### src/rtl/cr16_display_pkg.sv
// Shared types and constants for the CR16 display-side BRAM scanner.
package cr16_display_pkg;

    typedef enum logic [1:0] {
        S_LIVE    = 2'd0,
        S_WAIT    = 2'd1,
        S_CAPTURE = 2'd2,
        S_HOLD    = 2'd3
    } scan_state_t;

    localparam int P_DISPLAY_BIT_WIDTH = 24;
    localparam int P_NIBBLE_COUNT      = 6;

endpackage

### src/rtl/step_pulse_gen.sv
// Turns the asynchronous step pushbutton into a single-cycle pulse.
// Define BRAM_SCANNER_DEBOUNCE_EN to require a stable level before a press counts.
module step_pulse_gen #(
    parameter int P_DEBOUNCE_CYCLES = 1_000_000
) (
    input  logic I_CLK,
    input  logic I_RESET,
    input  logic I_BUTTON,
    output logic O_PULSE
);

    logic [1:0] sync_reg;
    logic       level;
    logic       level_prev_reg;

    always_ff @(posedge I_CLK) begin
        if (I_RESET) begin
            sync_reg <= 2'b00;
        end else begin
            sync_reg <= {sync_reg[0], I_BUTTON};
        end
    end

`ifdef BRAM_SCANNER_DEBOUNCE_EN
    localparam int COUNT_W = (P_DEBOUNCE_CYCLES > 1) ? $clog2(P_DEBOUNCE_CYCLES) : 1;
    localparam logic [COUNT_W-1:0] COUNT_LAST = COUNT_W'(P_DEBOUNCE_CYCLES - 1);

    logic [COUNT_W-1:0] stable_count_reg;
    logic               debounced_reg;

    // The level only flips after P_DEBOUNCE_CYCLES consecutive disagreeing samples,
    // so both short presses and short releases are filtered out.
    always_ff @(posedge I_CLK) begin
        if (I_RESET) begin
            stable_count_reg <= '0;
            debounced_reg    <= 1'b0;
        end else if (sync_reg[1] == debounced_reg) begin
            stable_count_reg <= '0;
        end else if (stable_count_reg == COUNT_LAST) begin
            stable_count_reg <= '0;
            debounced_reg    <= sync_reg[1];
        end else begin
            stable_count_reg <= stable_count_reg + 1'b1;
        end
    end

    assign level = debounced_reg;
`else
    assign level = sync_reg[1];
`endif

    always_ff @(posedge I_CLK) begin
        if (I_RESET) begin
            level_prev_reg <= 1'b0;
        end else begin
            level_prev_reg <= level;
        end
    end

    assign O_PULSE = level & ~level_prev_reg;

endmodule

### src/rtl/bram_display_scanner.sv
// Registered display source: live core bits while running, BRAM port B walk once halted.
// Optional step debounce is enabled with BRAM_SCANNER_DEBOUNCE_EN.
module bram_display_scanner
    import cr16_display_pkg::*;
#(
    parameter int P_ADDRESS_WIDTH   = 10,
    parameter int P_DATA_WIDTH      = 16,
    parameter int P_SCAN_START      = 0,
    parameter int P_SCAN_END        = 1023,
    parameter int P_SCAN_TICKS      = 50_000_000,
    parameter int P_DEBOUNCE_CYCLES = 1_000_000
) (
    input  logic                           I_CLK,
    input  logic                           I_RESET,
    input  logic                           I_HALTED,
    input  logic                           I_AUTO,
    input  logic                           I_STEP,
    input  logic [P_ADDRESS_WIDTH-1:0]     I_MANUAL_ADDRESS,
    input  logic [P_DISPLAY_BIT_WIDTH-1:0] I_LIVE_BITS,
    input  logic [P_DATA_WIDTH-1:0]        I_MEM_DATA,
    output logic [P_ADDRESS_WIDTH-1:0]     O_MEM_ADDRESS,
    output logic [P_DISPLAY_BIT_WIDTH-1:0] O_DISPLAY_BITS,
    output logic                           O_VALID,
    output logic                           O_SCAN_ACTIVE
);

    localparam int TICK_W = (P_SCAN_TICKS > 1) ? $clog2(P_SCAN_TICKS) : 1;
    localparam logic [TICK_W-1:0]          TICK_LAST  = TICK_W'(P_SCAN_TICKS - 1);
    localparam logic [P_ADDRESS_WIDTH-1:0] SCAN_START = P_ADDRESS_WIDTH'(P_SCAN_START);
    localparam logic [P_ADDRESS_WIDTH-1:0] SCAN_END   = P_ADDRESS_WIDTH'(P_SCAN_END);

    scan_state_t                    state_reg;
    logic [P_ADDRESS_WIDTH-1:0]     address_reg;
    logic [P_DISPLAY_BIT_WIDTH-1:0] display_reg;
    logic                           valid_reg;
    logic [TICK_W-1:0]              tick_reg;

    logic                       step_pulse;
    logic                       advance;
    logic [P_ADDRESS_WIDTH-1:0] auto_next;
    logic [P_ADDRESS_WIDTH-1:0] advance_address;

    step_pulse_gen #(
        .P_DEBOUNCE_CYCLES(P_DEBOUNCE_CYCLES)
    ) u_step_pulse_gen (
        .I_CLK   (I_CLK),
        .I_RESET (I_RESET),
        .I_BUTTON(I_STEP),
        .O_PULSE (step_pulse)
    );

    // Tick and step are ORed, so a coincident pair still yields a single advance.
    always_comb begin
        auto_next       = (address_reg == SCAN_END) ? SCAN_START : address_reg + 1'b1;
        advance         = 1'b0;
        advance_address = auto_next;
        if (I_AUTO) begin
            advance = (tick_reg == TICK_LAST) || step_pulse;
        end else begin
            advance         = (I_MANUAL_ADDRESS != address_reg);
            advance_address = I_MANUAL_ADDRESS;
        end
    end

    always_ff @(posedge I_CLK) begin
        if (I_RESET) begin
            state_reg   <= S_LIVE;
            address_reg <= SCAN_START;
            display_reg <= '0;
            valid_reg   <= 1'b0;
            tick_reg    <= '0;
        end else begin
            valid_reg <= 1'b0;
            case (state_reg)
                S_LIVE: begin
                    display_reg <= I_LIVE_BITS;
                    if (I_HALTED) begin
                        address_reg <= I_AUTO ? SCAN_START : I_MANUAL_ADDRESS;
                        state_reg   <= S_WAIT;
                    end
                end
                S_WAIT: begin
                    state_reg <= I_HALTED ? S_CAPTURE : S_LIVE;
                end
                S_CAPTURE: begin
                    if (!I_HALTED) begin
                        state_reg <= S_LIVE;
                    end else begin
                        display_reg <= P_DISPLAY_BIT_WIDTH'({address_reg[7:0], I_MEM_DATA});
                        valid_reg   <= 1'b1;
                        tick_reg    <= '0;
                        state_reg   <= S_HOLD;
                    end
                end
                S_HOLD: begin
                    if (!I_HALTED) begin
                        state_reg <= S_LIVE;
                    end else if (advance) begin
                        address_reg <= advance_address;
                        state_reg   <= S_WAIT;
                    end else if (I_AUTO) begin
                        tick_reg <= tick_reg + 1'b1;
                    end else begin
                        // Manual hold restarts the period so a later switch to auto gets a full dwell.
                        tick_reg <= '0;
                    end
                end
                default: state_reg <= S_LIVE;
            endcase
        end
    end

    assign O_MEM_ADDRESS  = address_reg;
    assign O_DISPLAY_BITS = display_reg;
    assign O_VALID        = valid_reg;
    assign O_SCAN_ACTIVE  = (state_reg != S_LIVE);

endmodule
### config.mk
export PLATFORM = sky130hd
export DESIGN_NAME = bram_display_scanner
export DESIGN_NICKNAME = d
export VERILOG_FILES = /design/src/rtl/cr16_display_pkg.sv /design/src/rtl/step_pulse_gen.sv /design/src/rtl/bram_display_scanner.sv
export SDC_FILE = /design/constraint.sdc
export NUM_CORES = 1
export LEC_CHECK = 0
export BUFFER_PORTS_ARGS = -buffer_cell sky130_fd_sc_hd__clkbuf_2
export CELL_PAD_IN_SITES_DETAIL_PLACEMENT = 1
export CELL_PAD_IN_SITES_GLOBAL_PLACEMENT = 1
export CORE_ASPECT_RATIO = 0.5
export CORE_UTILIZATION = 38
export CTS_CLUSTER_DIAMETER = 30
export DETAILED_ROUTE_END_ITERATION = 10
export PLACE_DENSITY_LB_ADDON = 0.1
export SLEW_MARGIN = 20
export SYNTH_ARGS = -nofsm -noshare
export SYNTH_HDL_FRONTEND = slang
export SYNTH_SLANG_ARGS = --single-unit
export TNS_END_PERCENT = 100
### constraint.sdc
create_clock -name I_CLK -period 2.3 [get_ports I_CLK]
set_input_delay 0.23 -clock I_CLK [delete_from_list [all_inputs] [get_ports I_CLK]]
set_output_delay 0.23 -clock I_CLK [all_outputs]
set_load 0.02 [all_outputs]
# Yosys cells after proc, flatten, opt, wreduce, memory -nomap -nowiden
# Index checks and enable logic that the tools add are counted.
# op_classes
n_addsub	2
n_eq_ne	12
muxes	22
n_bitwise	3
n_reduce_logical	11
# ops
cell	count
$mux W26	4
$mux W10	6
$pmux W26 S2	1
$pmux W24 S2	1
$add A26 B1 Y26 const B	1
$eq A26 B26 Y1 const B	1
$mux W24	1
$pmux W10 S2	1
$add A10 B1 Y10 const B	1
$eq A10 B10 Y1 const B	1
$mux W2	5
$ne A10 B10 Y1	1
$ne A2 B2 Y1 const B	5
$pmux W2 S4	1
$reduce_and A4 Y1	2
$reduce_bool A2 Y1	4
$eq A2 B2 Y1 const B	2
$reduce_and A2 Y1	2
$ne A3 B3 Y1 const B	1
$eq A2 B1 Y1 const B	1
$logic_not A2 Y1	1
$mux W1	2
$not A1 Y1	2
$reduce_or A2 Y1	1
other kinds (2)	2
# totals
register_bits	66
input_bits	55
out_inout_bits	36
word_cells	57

# Longest topological paths before layout
# depth
depth_word	7
ltp_mapped	9
mapped_depth_nobuf	7

# By module
# From an unflattened synthesis, not the netlist that was laid out.
# unflattened
cells_unflattened	437
area_unflattened_um2	3409.5
# modules_own_cells
module	instances	cells_per_inst	area_per_inst_um2	seq_area_each_um2
bram_display_scanner	1	430	3321.9	1261.2
step_pulse_gen	1	7	87.6	60.1

# Least setup slack after synthesis
# Ideal clock, no wire load.
# synth_timing
path_kind	register to register
start	register address_reg[0] (netlist: O_MEM_ADDRESS[0])
end	register tick_reg[16]
setup_ns	0.130
arrival_time_ns	1.895
t_required_ns	2.170
path_slack_ns	0.275
path_stages_with_launch	9
path_buffers	2
period_less_slack_ns	2.025
cell_sequence	dfxtp_1 > xor2_1 > nor4_4 > nand3_2 > a31o_1 > buf_6 > buf_6 > o211ai_2 > o41ai_2
# synth_between
elab_chain_len	4
# synth_lines
item	line	text
from (decl)	bram_display_scanner.sv:33	logic [P_ADDRESS_WIDTH-1:0] address_reg;
from (signal assigned)	bram_display_scanner.sv:78	address_reg <= I_AUTO ? SCAN_START : I_MANUAL_ADDRESS;
from (signal assigned)	bram_display_scanner.sv:99	address_reg <= advance_address;
$ne A10 B10 Y1	bram_display_scanner.sv:60	advance = (I_MANUAL_ADDRESS != address_reg);
$mux W1	bram_display_scanner.sv:57	if (I_AUTO) begin
$ne A2 B2 Y1 (no line)	n/a	
$reduce_and A4 Y1 (no line)	n/a	
to (signal assigned)	bram_display_scanner.sv:102	tick_reg <= tick_reg + 1'b1;
to (decl)	bram_display_scanner.sv:36	logic [TICK_W-1:0] tick_reg;
# No other way between the ends.
# A chain may end at the register's enable or synchronous reset.

# Worst setup path after layout
# layout_timing
start	register address_reg[0] (netlist: O_MEM_ADDRESS[0])
end	register tick_reg[25]
# Same word-level chain as after synthesis.

==> metrics.md <==
| Metric | Value |
|---|---|
| # Max-Cap Violations | `0` |
| Clock Skew | `0.00696 ns` |
| Cell Area, Synth | `0.00348 mm2` |
| Final worst-path cycle share | `between 90% and 100%` |
| Number of synthesized flops with an enable pin | `0` |
| # resized after CTS | `0` |
| Avg Synthesized Cell Area | `8.02 um2` |
| Initial antenna violation count | `0` |
| DRT antenna net count | `0` |
| Drt via density | `between 5 and 6` |
| Area growth syn-to-layout | `27.6%` |
| Critical path's slowest cell | `dfxtp_1` |
| DIE AREA | `0.00957 mm2` |
| Pwr Density | `about 700 mW/mm2` |
| Clock Sinks | `66` |
| Number of remaining DRC errors | `0` |
| CP max stage delay | `0.49 ns` |
| TritonCTS buffer count | `9` |
| Critical path buffers and inverters | `0` |
| Largest net degree at the start of global routing | `31` |
| Setup_tns | `0 ns` |
| Hold Violations, Final | `0` |
| Root Buffer | `clkbuf_16` |
| Cell family with most CP delay | `compound AO/OA/AOI/OAI gates` |
| FILL cells | `around 1100` |
| Drt total wl | `approximately 11000 um` |
| Clock-pin slew on the worst setup and hold paths | `approximately 0.060 ns` |
| Setup Crit Path Kind | `reg -> reg` |
| CP endpoint kind | `flop` |
| Clock tree buffer depth | `2` |
| Fraction of layout cells with a size suffix above 1 | `a little under 30%` |
| Status | `finished clean` |
| Reg2reg path depth | `6` |
| Hold path start | `I_STEP` |
| Yosys cell types | `63` |
| Post-DP HPWL | `between 7000 and 8000 um` |
| Seq cells post-synth | `between 60 and 70` |
| Vias | `between 3000 and 4000` |
| Core area | `0.00880 mm2` |
| Max IR drop VDD | `around 320 uV` |
| IO buf count | `90` |
| Crit-path cells | `xor2_1 -> nor4_4 -> nand3_2 -> a31oi_4 -> nor2_2 -> a221o_1` |
| Fin crit period | `2.11 ns` |
| CP required | `2.52 ns` |
| Register area share after synthesis | `38.0%` |
| R2r endpoint | `tick_reg[25]` |
| GR Util All Layers | `24.3%` |
| Multiplexer share of the synthesized area | `0.575%` |
| Fin Hold WS | `0.106 ns` |
| Vias in the first global route | `3539` |
| Final nets | `between 500 and 600` |
| Hold/Removal Path Class | `in -> reg` |
| First-pass GRT wire length | `18100 um` |
| CTS tree | `yes` |
| P_leak | `1.89 nW` |
| Max FO, Critical Path | `8` |
| Slew Viols, Final | `0` |
| Adder-Cell Fraction of Synth Area | `0.719%` |
| Count of final setup violators | `0` |
| Rows | `24` |
| First drt pass iteration count | `4` |
| Drt first-iter violations | `75` |
| CP Depth | `6` |
| Number of setup buffers added after CTS | `0` |
| Critical path destination | `tick_reg[25]` |
| Reg-to-reg startpoint | `O_MEM_ADDRESS[0]` |
| Die width | `137 um` |
| Max transition margin | `59.7%` |
| Complex-gate fraction of the synthesized area | `22.3%` |
| Max Clk Rate | `474 MHz` |
| RSZ-0062 raised after global routing | `no` |
| Yosys warning total | `0` |
| Die H | `69.7 um` |
| Num ports | `91` |
| Starting Density | `39.5%` |
| Syn nets | `491` |
| Total grt overflow | `0` |
| Worst-skew pair later-pin latency | `0.33 ns` |
| Synth Flop Type | `dfxtp_1` |
| Xor/xnor share of the synthesized area | `about 2.5%` |
| Diodes inserted | `0` |
| Max reg flops | `26` |
| Actual slew at the worst max-slew pin | `0.604 ns` |
| Simple-gate area share of the yosys netlist | `30.1%` |
| Arrival time at the worst endpoint | `2.33 ns` |
| Ys async rst share | `0%` |
| WL/cell | `17.0 um` |
| Syn Inst Count | `434` |
| Worst Setup SP | `O_MEM_ADDRESS[0]` |
| Largest family of logic cells by synthesized area | `simple AND/OR/NAND/NOR gates` |
| GPL Wtd Cong | `just under 0.9` |
| H-Tree Depth | `3` |
| Startpoint types | `flop` |
| FF-to-FF setup slack | `approximately 0.19 ns` |
| Cts hold-fix bufs | `0` |
Yosys cell counts, drive strengths merged, types with 10 or more instances:
cell type	number	area, um2
nor2	90	340
buf	10	67.6
a31oi	13	96.3
o21ai	20	100
xor2	10	87.6
nor4	20	170
dfxtp	66	1320
nor3	10	66.3
nand3	24	130
inv	19	71.3
nand2	21	81.3
clkbuf	17	63.8
a21oi	31	163
cell type report:
| cell class | count | area (um2) | area share, % |
|---|---|---|---|
| timing repair buffer | 111 | 621 | 14.0 |
| clock buffer | 11 | 243 | 5.47 |
| clock inverter | 5 | 77.6 | 1.75 |
| sequential | 66 | 1320 | 29.8 |
| inverter | 19 | 71.3 | 1.61 |
| multi-input combinational | 322 | 1960 | 44.1 |
| tap | 117 | 146 | 3.30 |
where the power goes:
group	total (mW)	switching (mW)	leakage [nW]	internal, mW
clock	1.48	0.506	0.156	0.974
sequential	1.23	0.0371	0.540	1.19
combinational	0.382	0.237	1.20	0.145
layout by cell type, fill, tap and decap left out, types with 2 or more instances in the layout:
| master | instances |
|---|---|
| mux2i_1 | 2 |
| nor2_1 | 89 |
| o2bb2ai_1 | 2 |
| nand4b_1 | 2 |
| nor2b_1 | 4 |
| bufinv_16 | 2 |
| inv_1 | 19 |
| clkinv_2 | 2 |
| and3_1 | 8 |
| nand2b_1 | 2 |
| nor3_1 | 8 |
| o32ai_1 | 8 |
| nor4_1 | 17 |
| nand4_1 | 6 |
| clkbuf_2 | 90 |
| o221a_2 | 8 |
| a21oi_1 | 28 |
| buf_4 | 20 |
| a41oi_1 | 2 |
| a311oi_1 | 3 |
| or2_2 | 2 |
| and4_1 | 2 |
| xor2_1 | 10 |
| o211ai_2 | 3 |
| dfxtp_1 | 66 |
| nor4_4 | 3 |
| nand3b_1 | 3 |
| a221o_1 | 3 |
| ha_1 | 2 |
| a21oi_2 | 3 |
| nand3_2 | 2 |
| o21ai_0 | 19 |
| clkbuf_16 | 9 |
| nand2_1 | 20 |
| nand3_1 | 22 |
| a31oi_1 | 12 |
worst min path at each step:
stage,end,slack [ns],cells after the start
after floorplan,u_step_pulse_gen.sync_reg[0],0.36,1
after global placement,u_step_pulse_gen.sync_reg[1],0.42,1
after detailed placement,u_step_pulse_gen.sync_reg[1],0.43,1
after CTS,u_step_pulse_gen.sync_reg[0],0.1,2
after global routing,u_step_pulse_gen.sync_reg[0],0.13,2
final,u_step_pulse_gen.sync_reg[0],0.11,2
logic make-up (layout without fill, tap and decap cells):
| group | after synthesis | after routing |
|---|---|---|
| AO/OA/AOI/OAI | 106 | 106 |
| XOR/XNOR | 10 | 10 |
| adder cells (fa/ha/maj) | 2 | 2 |
| buffers and inverters | 46 | 146 |
| flip-flops | 66 | 66 |
| multiplexers | 2 | 2 |
| AND/OR/NAND/NOR | 202 | 202 |
metrics by stage:
step	util, %	std cells	power [mW]	cell area [um2]	setup WS, ns
after floorplan	-	434	1.47	3480	0.275
after global placement	46.8	635	1.63	4120	0.248
after detailed placement	46.8	635	1.64	4120	0.216
after CTS	50.5	651	3.13	4440	0.200
after global routing	50.5	651	3.22	4440	0.0189
final	50.5	651	3.09	4440	0.190
per-layer routing:
layer	vias to the layer above	track usage, %	part of all wire [%]
met5	-	0	0
met4	0	6.11	0.44
met3	4	5.70	3.7
met2	67	40.5	46
met1	1745	31.6	50
li1	1771	-	-
Note: power is estimated with default switching activity, not from simulation.
